## src/rtl/pipe_pkg.sv

```systemverilog
// ---------------------------------------------------------------------------
// pipe_pkg
// Shared definitions for the MEM->WB pipeline register slice.
//   - Control-bit positions inside the ctrl field (MemtoReg, RegWrite).
//   - Index of the ARMv8 zero register (XZR), whose writes are dropped.
//   - Default payload widths and the default-size writeback entry layout.
//   - Skid-stage state encoding, which is exactly {skid_valid, main_valid}.
// No ports (package).
// ---------------------------------------------------------------------------
package pipe_pkg;

  localparam int CTRL_MEMTOREG = 0;
  localparam int CTRL_REGWRITE = 1;
  localparam int XZR_IDX       = 31;

  localparam int DEF_DATA_W = 64;
  localparam int DEF_REG_W  = 5;
  localparam int DEF_CTRL_W = 2;

  // The encoding doubles as the pair of valid bits held by the two entry
  // registers, so the state never has to be stored separately. 2'b10 (skid
  // holding data while main is empty) cannot be reached.
  typedef enum logic [1:0] {
    ST_EMPTY = 2'b00,
    ST_FULL  = 2'b01,
    ST_SKID  = 2'b11
  } skid_state_e;

  // Default-size entry layout. Parametrised instances build an identically
  // ordered struct from their own widths.
  typedef struct packed {
    logic [DEF_CTRL_W-1:0] ctrl;
    logic [DEF_REG_W-1:0]  wreg;
    logic [DEF_DATA_W-1:0] alu_result;
    logic [DEF_DATA_W-1:0] read_data;
  } wb_entry_t;

endpackage

```

## src/rtl/skid_entry_reg.sv

```systemverilog
// ---------------------------------------------------------------------------
// skid_entry_reg
// One valid bit plus a payload register. A load captures data_in and sets
// valid; a clear drops valid but leaves the payload untouched, so outputs do
// not toggle on squash. Reset is synchronous and zeroes everything.
// Ports:
//   clock     in   rising-edge clock
//   reset     in   synchronous, active-high; wins over load/clear
//   load      in   capture data_in and mark valid (wins over clear)
//   clear     in   mark invalid, keep payload
//   data_in   in   [W] payload to capture
//   valid_out out  registered valid
//   data_out  out  [W] registered payload
// ---------------------------------------------------------------------------
module skid_entry_reg #(
  parameter int W = 8
) (
  input  logic         clock,
  input  logic         reset,
  input  logic         load,
  input  logic         clear,
  input  logic [W-1:0] data_in,
  output logic         valid_out,
  output logic [W-1:0] data_out
);

  logic         valid_d;
  logic         valid_q;
  logic [W-1:0] data_d;
  logic [W-1:0] data_q;

  // Payload only moves on a load, which keeps the register quiet while the
  // stage is stalled.
  always_comb begin
    valid_d = valid_q;
    data_d  = data_q;
    if (load) begin
      valid_d = 1'b1;
      data_d  = data_in;
    end else if (clear) begin
      valid_d = 1'b0;
    end
  end

  always_ff @(posedge clock) begin
    if (reset) begin
      valid_q <= 1'b0;
      data_q  <= '0;
    end else begin
      valid_q <= valid_d;
      data_q  <= data_d;
    end
  end

  assign valid_out = valid_q;
  assign data_out  = data_q;

endmodule

```

## src/rtl/pipe_wb_skid_stage.sv

```systemverilog
// ---------------------------------------------------------------------------
// pipe_wb_skid_stage
// MEM->WB pipeline register with a valid/ready handshake and a two-entry skid
// buffer. in_ready depends only on registered state (plus reset), so a WB
// stall never forms a combinational path back into MEM. Flush squashes both
// entries; writes to the zero register have RegWrite masked off.
// Ports:
//   clock, reset         rising-edge clock, synchronous active-high reset
//   flush                squash all held entries and any offered input
//   in_valid / in_ready  MEM-side handshake
//   read_data_in, alu_result_in, write_register_in, ctrl_in  MEM payload
//   out_valid / out_ready WB-side handshake
//   read_data_out, alu_result_out, write_register_out, ctrl_out  held payload
//   wb_data              MemtoReg-selected writeback value
// ---------------------------------------------------------------------------
module pipe_wb_skid_stage
  import pipe_pkg::*;
#(
  parameter int DATA_W   = DEF_DATA_W,
  parameter int REG_W    = DEF_REG_W,
  parameter int CTRL_W   = DEF_CTRL_W,
  parameter int ZERO_REG = XZR_IDX
) (
  input  logic              clock,
  input  logic              reset,
  input  logic              flush,
  input  logic              in_valid,
  output logic              in_ready,
  input  logic [DATA_W-1:0] read_data_in,
  input  logic [DATA_W-1:0] alu_result_in,
  input  logic [REG_W-1:0]  write_register_in,
  input  logic [CTRL_W-1:0] ctrl_in,
  output logic              out_valid,
  input  logic              out_ready,
  output logic [DATA_W-1:0] read_data_out,
  output logic [DATA_W-1:0] alu_result_out,
  output logic [REG_W-1:0]  write_register_out,
  output logic [CTRL_W-1:0] ctrl_out,
  output logic [DATA_W-1:0] wb_data
);

  typedef struct packed {
    logic [CTRL_W-1:0] ctrl;
    logic [REG_W-1:0]  wreg;
    logic [DATA_W-1:0] alu_result;
    logic [DATA_W-1:0] read_data;
  } entry_t;

  localparam int ENTRY_W = $bits(entry_t);
  localparam logic [REG_W-1:0] ZERO_IDX = REG_W'(ZERO_REG);

  entry_t      in_entry;
  entry_t      main_entry;
  entry_t      skid_entry;
  entry_t      main_load_data;
  logic        main_valid;
  logic        skid_valid;
  logic        main_load;
  logic        main_clear;
  logic        main_from_skid;
  logic        skid_load;
  logic        skid_clear;
  logic        in_xfer;
  logic        out_xfer;
  skid_state_e state;

  always_comb begin
    in_entry.ctrl       = ctrl_in;
    in_entry.wreg       = write_register_in;
    in_entry.alu_result = alu_result_in;
    in_entry.read_data  = read_data_in;
  end

  assign in_ready  = ~skid_valid & ~reset;
  assign out_valid = main_valid;
  assign in_xfer   = in_valid & in_ready;
  assign out_xfer  = out_valid & out_ready;

  always_comb begin
    state = skid_state_e'({skid_valid, main_valid});
  end

  // Next-state logic, expressed as load/clear strobes for the two entry
  // registers. Flush beats every transfer; reset is handled inside the
  // entry registers and beats flush.
  always_comb begin
    main_load      = 1'b0;
    main_clear     = 1'b0;
    main_from_skid = 1'b0;
    skid_load      = 1'b0;
    skid_clear     = 1'b0;
    if (flush) begin
      main_clear = 1'b1;
      skid_clear = 1'b1;
    end else begin
      case (state)
        ST_EMPTY: begin
          if (in_xfer) begin
            main_load = 1'b1;
          end
        end
        ST_FULL: begin
          if (out_xfer && in_xfer) begin
            main_load = 1'b1;
          end else if (out_xfer) begin
            main_clear = 1'b1;
          end else if (in_xfer) begin
            skid_load = 1'b1;
          end
        end
        ST_SKID: begin
          // in_ready is low here, so only the drain of skid into main can
          // happen; that keeps strict FIFO order.
          if (out_xfer) begin
            main_load      = 1'b1;
            main_from_skid = 1'b1;
            skid_clear     = 1'b1;
          end
        end
        default: begin
          main_clear = 1'b1;
          skid_clear = 1'b1;
        end
      endcase
    end
  end

  assign main_load_data = main_from_skid ? skid_entry : in_entry;

  skid_entry_reg #(
    .W(ENTRY_W)
  ) u_main (
    .clock     (clock),
    .reset     (reset),
    .load      (main_load),
    .clear     (main_clear),
    .data_in   (main_load_data),
    .valid_out (main_valid),
    .data_out  (main_entry)
  );

  skid_entry_reg #(
    .W(ENTRY_W)
  ) u_skid (
    .clock     (clock),
    .reset     (reset),
    .load      (skid_load),
    .clear     (skid_clear),
    .data_in   (in_entry),
    .valid_out (skid_valid),
    .data_out  (skid_entry)
  );

  assign read_data_out      = main_entry.read_data;
  assign alu_result_out     = main_entry.alu_result;
  assign write_register_out = main_entry.wreg;

  // RegWrite is qualified here so WB can use it without looking at
  // out_valid; every other control bit passes straight through.
  always_comb begin
    ctrl_out                = main_entry.ctrl;
    ctrl_out[CTRL_REGWRITE] = main_entry.ctrl[CTRL_REGWRITE] & main_valid &
                              (main_entry.wreg != ZERO_IDX);
  end

  assign wb_data = main_entry.ctrl[CTRL_MEMTOREG] ? main_entry.read_data
                                                  : main_entry.alu_result;

endmodule

```

## config.mk

```make
export PLATFORM = sky130hd
export DESIGN_NAME = pipe_wb_skid_stage
export DESIGN_NICKNAME = d
export VERILOG_FILES = /design/src/rtl/pipe_pkg.sv /design/src/rtl/skid_entry_reg.sv /design/src/rtl/pipe_wb_skid_stage.sv
export SDC_FILE = /design/constraint.sdc
export NUM_CORES = 1
export LEC_CHECK = 0
export CAP_MARGIN = 40
export CORE_ASPECT_RATIO = 0.9
export CORE_MARGIN = 2
export CORE_UTILIZATION = 49
export DETAILED_ROUTE_END_ITERATION = 8
export GPL_TIMING_DRIVEN = 0
export HOLD_SLACK_MARGIN = 0.06
export PLACE_DENSITY = 0.8
export SYNTH_ARGS = -nofsm -noshare
export SYNTH_HDL_FRONTEND = slang
export SYNTH_SLANG_ARGS = --single-unit
```

## constraint.sdc

```tcl
create_clock -name clock -period 2.9 [get_ports clock]
set_input_delay 0.435 -clock clock [delete_from_list [all_inputs] [get_ports clock]]
set_output_delay 0.435 -clock clock [all_outputs]
set_load 0.01 [all_outputs]
```

==> metrics.md, run 1 <==
| Metric | Value |
|---|---|
| Die width | `173 µm` |
| Iter 0 DRT Violations | `between 800 and 900` |
| Synth Register Bits | `272` |
| Worst r2r src | `u_main.valid_out` |
| Drt drc | `0` |
| FF-to-FF path depth | `8` |
| Hold-fix buffers, CTS | `0` |
| P per Cell Area | `~510 mW/mm²` |
| R2R setup slack | `approximately 0.23 ns` |
| Max Clock Freq | `between 300 and 400 MHz` |
| Worst Hold Path EP | `u_skid.valid_out` |
| Initial antenna violation count | `1` |
| Area Overhead vs Synth | `38.2%` |
| Outcome | `finished clean` |
| CTS tree | `done` |
| Via count | `approximately 12000` |
| Static leakage | `7.28 nW` |
| Slew headroom | `about two fifths` |
| Die Area | `about 0.027 mm²` |
| Hold depth | `4` |
| Largest net degree at the start of global routing | `15` |
| Grt ovf | `0` |
| WHS | `0.349 ns` |
| Final nets | `1955` |
| Synth cell types | `24` |
| Worst r2r dst | `u_main.data_out[111]` |
| CP startpoint kind | `flop` |
| Net count after synthesis | `1581` |
| Mapped Area | `approximately 0.013 mm²` |
| Clock transition at path regs | `0.06 ns` |
| Final Max Tran Viols | `0` |
| Crit-path max FO | `10` |
| Pre-antenna DRT Iters | `5` |
| Final-report hold violation count | `0` |
| Final WL | `~40000 µm` |
| Tcrit/Tclk final | `about 100%` |
| Wirelength per Cell | `approximately 18 µm` |
| CTS Buf Count | `29` |
| Crit path DAT | `2.39 ns` |
| Synth Flop Type | `dfxtp_1` |
| Mapped Cells | `about 1400` |
| Hold Crit Class | `in2reg` |
| Fin cells | `2177` |
| Unrepaired setup endpoints after global routing | `false` |
| Final Skew | `just under 0.009 ns` |
| I/O Pins | `roughly 340` |
| Final HPWL DP | `29100 µm` |
| Setup crit end kind | `primary output` |
| Initial core utilization | `about half` |
| Port bufs | `between 300 and 400` |
| CP required | `roughly 2.5 ns` |
| Maxcap violations | `0` |
| Die Y | `157 µm` |
| Tmin final | `between 2 and 3 ns` |
| Share of cells above drive strength 1 | `16.4%` |
| # setup viols final | `0` |
| Final Power | `around 8.9 mW` |
| Kind of critical path | `reg2out` |
| Sequential-to-total area share from yosys stat | `around 43%` |
| Post-synth EDFFs | `0` |
| Via density | `5.38` |
| Worst Tran Pin Value | `slightly above 0.9 ns` |
| Clock root buffer | `clkbuf_16` |
| Worst skew pair latency | `about 0.55 ns` |
| Async SR Flop Fraction | `0%` |
| First-pass GRT wire length | `60500 µm` |
| Placeable Area | `about 0.025 mm²` |
| CTS H-tree depth | `1` |
| Tot GR Track Use | `around 28%` |
| Cell count after placement | `~2100` |
| Post-DRT Antenna Nets | `0` |
| Peak supply drop | `0.000406 V` |
| Avg Cell Area, Syn | `8.82 µm²` |
| GP Congestion | `around 0.85` |
| Hold Path Origin | `flush` |
| Std cell rows | `55` |
| CTS max path bufs | `3` |
| Sink Count | `272` |
| Fillers | `around 2000` |
| Setup tns final | `0 ns` |
| Yosys warnings | `0` |
| Vias in the first global route | `11200` |
power breakdown:
| group | switching (mW) | internal [mW] |
|---|---|---|
| clock network | 1.53 | 2.13 |
| registers | 0.103 | 3.85 |
| logic | 0.522 | 0.742 |
worst max-delay path by stage:
stage	slack, ns	startpoint	cells past startpoint	endpoint
finish	0.07	u_main.data_out[133]	5	wb_data[18]
global route	0.01	u_main.valid_out	8	u_main.data_out[84]
CTS	0.03	u_main.valid_out	7	u_main.data_out[94]
detailed placement	-0.36	reset	7	u_main.data_out[120]
global placement	-1.26	out_ready	7	u_main.data_out[133]
floorplan	0.68	u_main.valid_out	7	u_main.data_out[133]
logic make-up after synthesis:
| kind of cell | synth area share [%] |
|---|---|
| buf+inv | 12.3 |
| compound gates | 13.6 |
| flops | 43.0 |
| fa+ha+maj | 0.494 |
| mux | 16.4 |
| simple gates | 14.3 |
synthesized netlist by cell type, drive strengths merged, types with 3 or more instances:
master | count | area (µm²)
nand3 | 3 | 15.0
a211oi | 136 | 1020
nor3 | 136 | 681
inv | 3 | 11.3
mux2i | 135 | 1350
ha | 5 | 62.6
dfxtp | 272 | 5450
mux2 | 64 | 721
a21oi | 136 | 681
clkbuf | 79 | 297
nand2 | 274 | 1030
buf | 180 | 1250
a31oi | 3 | 18.8
cell type report:
cell class,instances,area (µm²),share of cell area [%]
multi-input cells,902,5680,32.4
plain buffers,259,1570,8.95
repair buffers,343,3430,19.6
clock buffers,44,862,4.92
diodes,3,7.51,0.0429
flip-flops and latches,272,5450,31.1
inverters,3,11.3,0.0643
well taps,342,428,2.44
clock inverters,9,78.8,0.450
routing by layer:
layer | vias up | track usage [%] | part of all wire (%)
met1 | 5514 | 36.3 | 43
met2 | 452 | 46.6 | 46
met5 | - | 0 | 0
li1 | 5651 | - | -
met3 | 88 | 5.15 | 7.6
met4 | 0 | 10.5 | 3.5
repair_timing:
item	in CTS	in global routing
buffers inserted	0	1
resized for setup	11	2
pin swaps	0	1
setup endpoints to repair	53	51
cells in the final DEF (no fill, tap or decap), types with 3 or more instances in the layout:
cell and n:
clkdlybuf4s50_1 339, nand2_1 273, dfxtp_1 272, buf_4 144, a21oi_1 136, a211oi_1 136, mux2i_1 135, nor3_1 135
clkbuf_1 78, mux2_2 64, buf_2 32, clkbuf_16 29, clkbuf_8 8, clkbuf_2 5, buf_1 5, ha_1 5
clkinv_2 5, diode_2 3, clkbuf_4 3, inv_1 3, a31oi_1 3, nand3_1 3, buf_6 3
through the flow:
step / util, % / cell area [µm²] / setup slack, ns
3_3_place_gp: 65.3 / 16500 / -1.26
4_1_cts: 69.2 / 17500 / 0.0250
5_1_grt: 69.3 / 17500 / 0.0145
3_5_place_dp: 65.4 / 16500 / -0.363
2_1_floorplan: - / 12700 / 0.681
6_report: 69.3 / 17500 / 0.0736
critical path: stages, from the launching register on:
cell and delay, ns:
dfxtp_1 0.35, clkbuf_4 0.22, buf_6 0.17, clkbuf_4 0.24
mux2_2 0.36, clkdlybuf4s50_1 0.50
sequential cells by signal, indices dropped and copies added (netlist names):
name and count:
u_main.valid_out 1, u_skid.data_out 135, u_main.data_out 135, u_skid.valid_out 1
Note: power is estimated with default switching activity, not from simulation.
==> run 2: changes to the inputs <==
- CTS_BUF_LIST: unset -> sky130_fd_sc_hd__clkbuf_16
==> run 2 against run 1 <==
Against the previous run:
- final area is 0.47% lower
- wire length is 0.43% higher
- highest routed layer unchanged
- die area stayed put
- flip-flop and latch count stayed put
- largest power group unchanged
- critical path depth stayed put
- final cell count hardly changed
- clock-buffer cell count is 15 lower
- maximum frequency is 0.22% lower
- via count is 0.21% higher
- register-to-register slack hardly changed
==> metrics.md, run 2 (synthesized netlist as in run 1, its figures left out) <==
| Metric | Value |
|---|---|
| WHS | `0.350 ns (+0.000911 ns)` |
| CTS tree | `done` |
| Final Cell Area | `0.0174 mm² (-0.47%)` |
| Kind of critical path | `reg2out` |
| Clock transition at path regs | `0.06 ns (about the same)` |
| Unrepaired setup endpoints after global routing | `false` |
| Final-report hold violation count | `0 (unchanged)` |
| Initial antenna violation count | `1 (unchanged)` |
| R2R setup slack | `0.22 ns (about the same)` |
| Final Skew | `0.00943 ns (+0.000643 ns)` |
| Crit-path max FO | `10 (unchanged)` |
| Die Y | `157 µm (unchanged)` |
| P per Cell Area | `495 mW/mm² (-2.3%)` |
| Tot GR Track Use | `28.0% (about the same)` |
| Setup crit end kind | `primary output` |
| Maxcap violations | `0 (unchanged)` |
| Worst Tran Pin Value | `0.899 ns (-0.0182 ns)` |
| Via count | `11700 (+0.21%)` |
| Setup tns final | `0 ns (unchanged)` |
| Drt drc | `0 (unchanged)` |
| Area Overhead vs Synth | `37.6%` |
| Area after DPL | `0.0165 mm² (unchanged)` |
| Worst r2r src | `u_main.valid_out` |
| Placeable Area | `0.0253 mm² (unchanged)` |
| Final nets | `1955 (unchanged)` |
| Via density | `5.39 (+0.26%)` |
| Slew headroom | `40.1% (+1.2 points)` |
| Port bufs | `339 (unchanged)` |
| GP Congestion | `0.850 (unchanged)` |
| Hold-fix buffers, CTS | `0 (unchanged)` |
| I/O Pins | `341 (unchanged)` |
| Crit path to | `wb_data[18]` |
| CP required | `2.47 ns (about the same)` |
| Max Clock Freq | `353 MHz (-0.22%)` |
| Final HPWL DP | `29100 µm (unchanged)` |
| Post-DRT Antenna Nets | `0 (unchanged)` |
| Commonest non-fill, non-tap cells in the layout | `clkdlybuf4s50_1, nand2_1, dfxtp_1, buf_4` |
| Final Max Tran Viols | `0 (unchanged)` |
| Vias in the first global route | `11300 (+0.41%)` |
| CTS max path bufs | `3 (unchanged)` |
| Iter 0 DRT Violations | `834 (-3.4%)` |
| FF-to-FF path depth | `7 (-1)` |
| Die Area | `0.0272 mm² (unchanged)` |
| CTS H-tree depth | `1 (unchanged)` |
| Die width | `173 µm (unchanged)` |
| Initial core utilization | `50.2% (unchanged)` |
| Outcome | `finished clean` |
| Hold Crit Class | `in2reg` |
| Crit path DAT | `2.40 ns (about the same)` |
| Worst r2r dst | `u_main.data_out[100]` |
| Sink Count | `272 (unchanged)` |
| Final WL | `39900 µm (+0.43%)` |
| # setup viols final | `0 (unchanged)` |
| Static leakage | `7.26 nW (-0.22%)` |
| Std cell rows | `55 (unchanged)` |
| CTS Buf Count | `29 (unchanged)` |
| Worst skew pair latency | `0.54 ns (about the same)` |
| CP startpoint kind | `flop` |
| Utilization after layout | `69.0% (-0.33 points)` |
| Commonest non-fill, non-tap cell in the layout | `clkdlybuf4s50_1` |
| Largest net degree at the start of global routing | `15 (unchanged)` |
| Clock root buffer | `clkbuf_16` |
| Grt ovf | `0 (unchanged)` |
| Share of cells above drive strength 1 | `16.0% (-0.44 points)` |
| Pre-antenna DRT Iters | `5 (unchanged)` |
| Peak supply drop | `0.000396 V (-2.6%)` |
| Tcrit/Tclk final | `97.7% (+0.22 points)` |
| First-pass GRT wire length | `60600 µm (about the same)` |
| Hold Path Origin | `flush` |
| Worst Setup SP | `u_main.data_out[133]` |
| Wirelength per Cell | `18.3 µm (+0.47%)` |
| Tmin final | `2.83 ns (+0.00633 ns)` |
## run 2: changes by cell type in the layout (fill, tap and decap cells not counted)
cell	previous run	this run
clkbuf_1	78	71
clkbuf_8	8	0
clkinv_1	0	8
diode_2	3	2
inv_1	3	10
## run 2: critical path, cell delays in order, from the launching register on
cell and delay (ns):
dfxtp_1 0.35, clkbuf_4 0.22, buf_6 0.18, clkbuf_4 0.25
mux2_2 0.36, clkdlybuf4s50_1 0.50
## run 2: worst min path at each step
stage | slack, ns | end | cells past startpoint
floorplan | 0.44 | u_skid.data_out[0] | 2
global placement | 0.44 | u_skid.data_out[27] | 2
detailed placement | 0.45 | u_skid.data_out[72] | 2
CTS | 0.32 | u_skid.valid_out | 4
global route | 0.37 | u_skid.valid_out | 4
finish | 0.35 | u_skid.valid_out | 4
## run 2: report_power, final
group          leakage, nW  switching, mW  internal [mW]  total, mW
logic                 4.61          0.523          0.742       1.26
clock network        0.446           1.52           1.89       3.42
registers             2.21          0.104           3.85       3.95
## run 2: layer usage
layer  share of wire (%)  up-vias  routed length (µm)  GRT usage (%)
met1                  43     5525               17100           36.3
met3                 7.6       83                3040           5.34
li1                    -     5644                   -              -
met2                  46      478               18500           46.6
met4                 3.3        0                1330           10.4
met5                   0        -                   0              0
## run 2: what timing repair did
| action | CTS | global route |
|---|---|---|
| pin swaps | 0 | 1 |
| setup endpoints to repair | 53 | 51 |
| setup buffers | 0 | 1 |
| resized for setup | 11 | 2 |
## run 2: area by class of cell
class,count,area (µm²)
Clock inverter,24,135
Antenna cell,2,5.00
Timing Repair Buffer,343,3430
Clock buffer,29,726
Sequential cell,272,5450
Fill cell,2015,7830
Buffer,259,1570
Tap cell,342,428
Multi-Input combinational cell,902,5680
Inverter,3,11.3
## run 2: metrics by stage
stage	setup slack, ns	cells	power, mW
after global placement	-1.26	2117	5.26
after CTS	0.0250	2173	8.66
final	0.0673	2176	8.63
after global routing	0.00912	2175	8.90
after floorplan	0.681	1436	4.61
after detailed placement	-0.363	2120	5.28
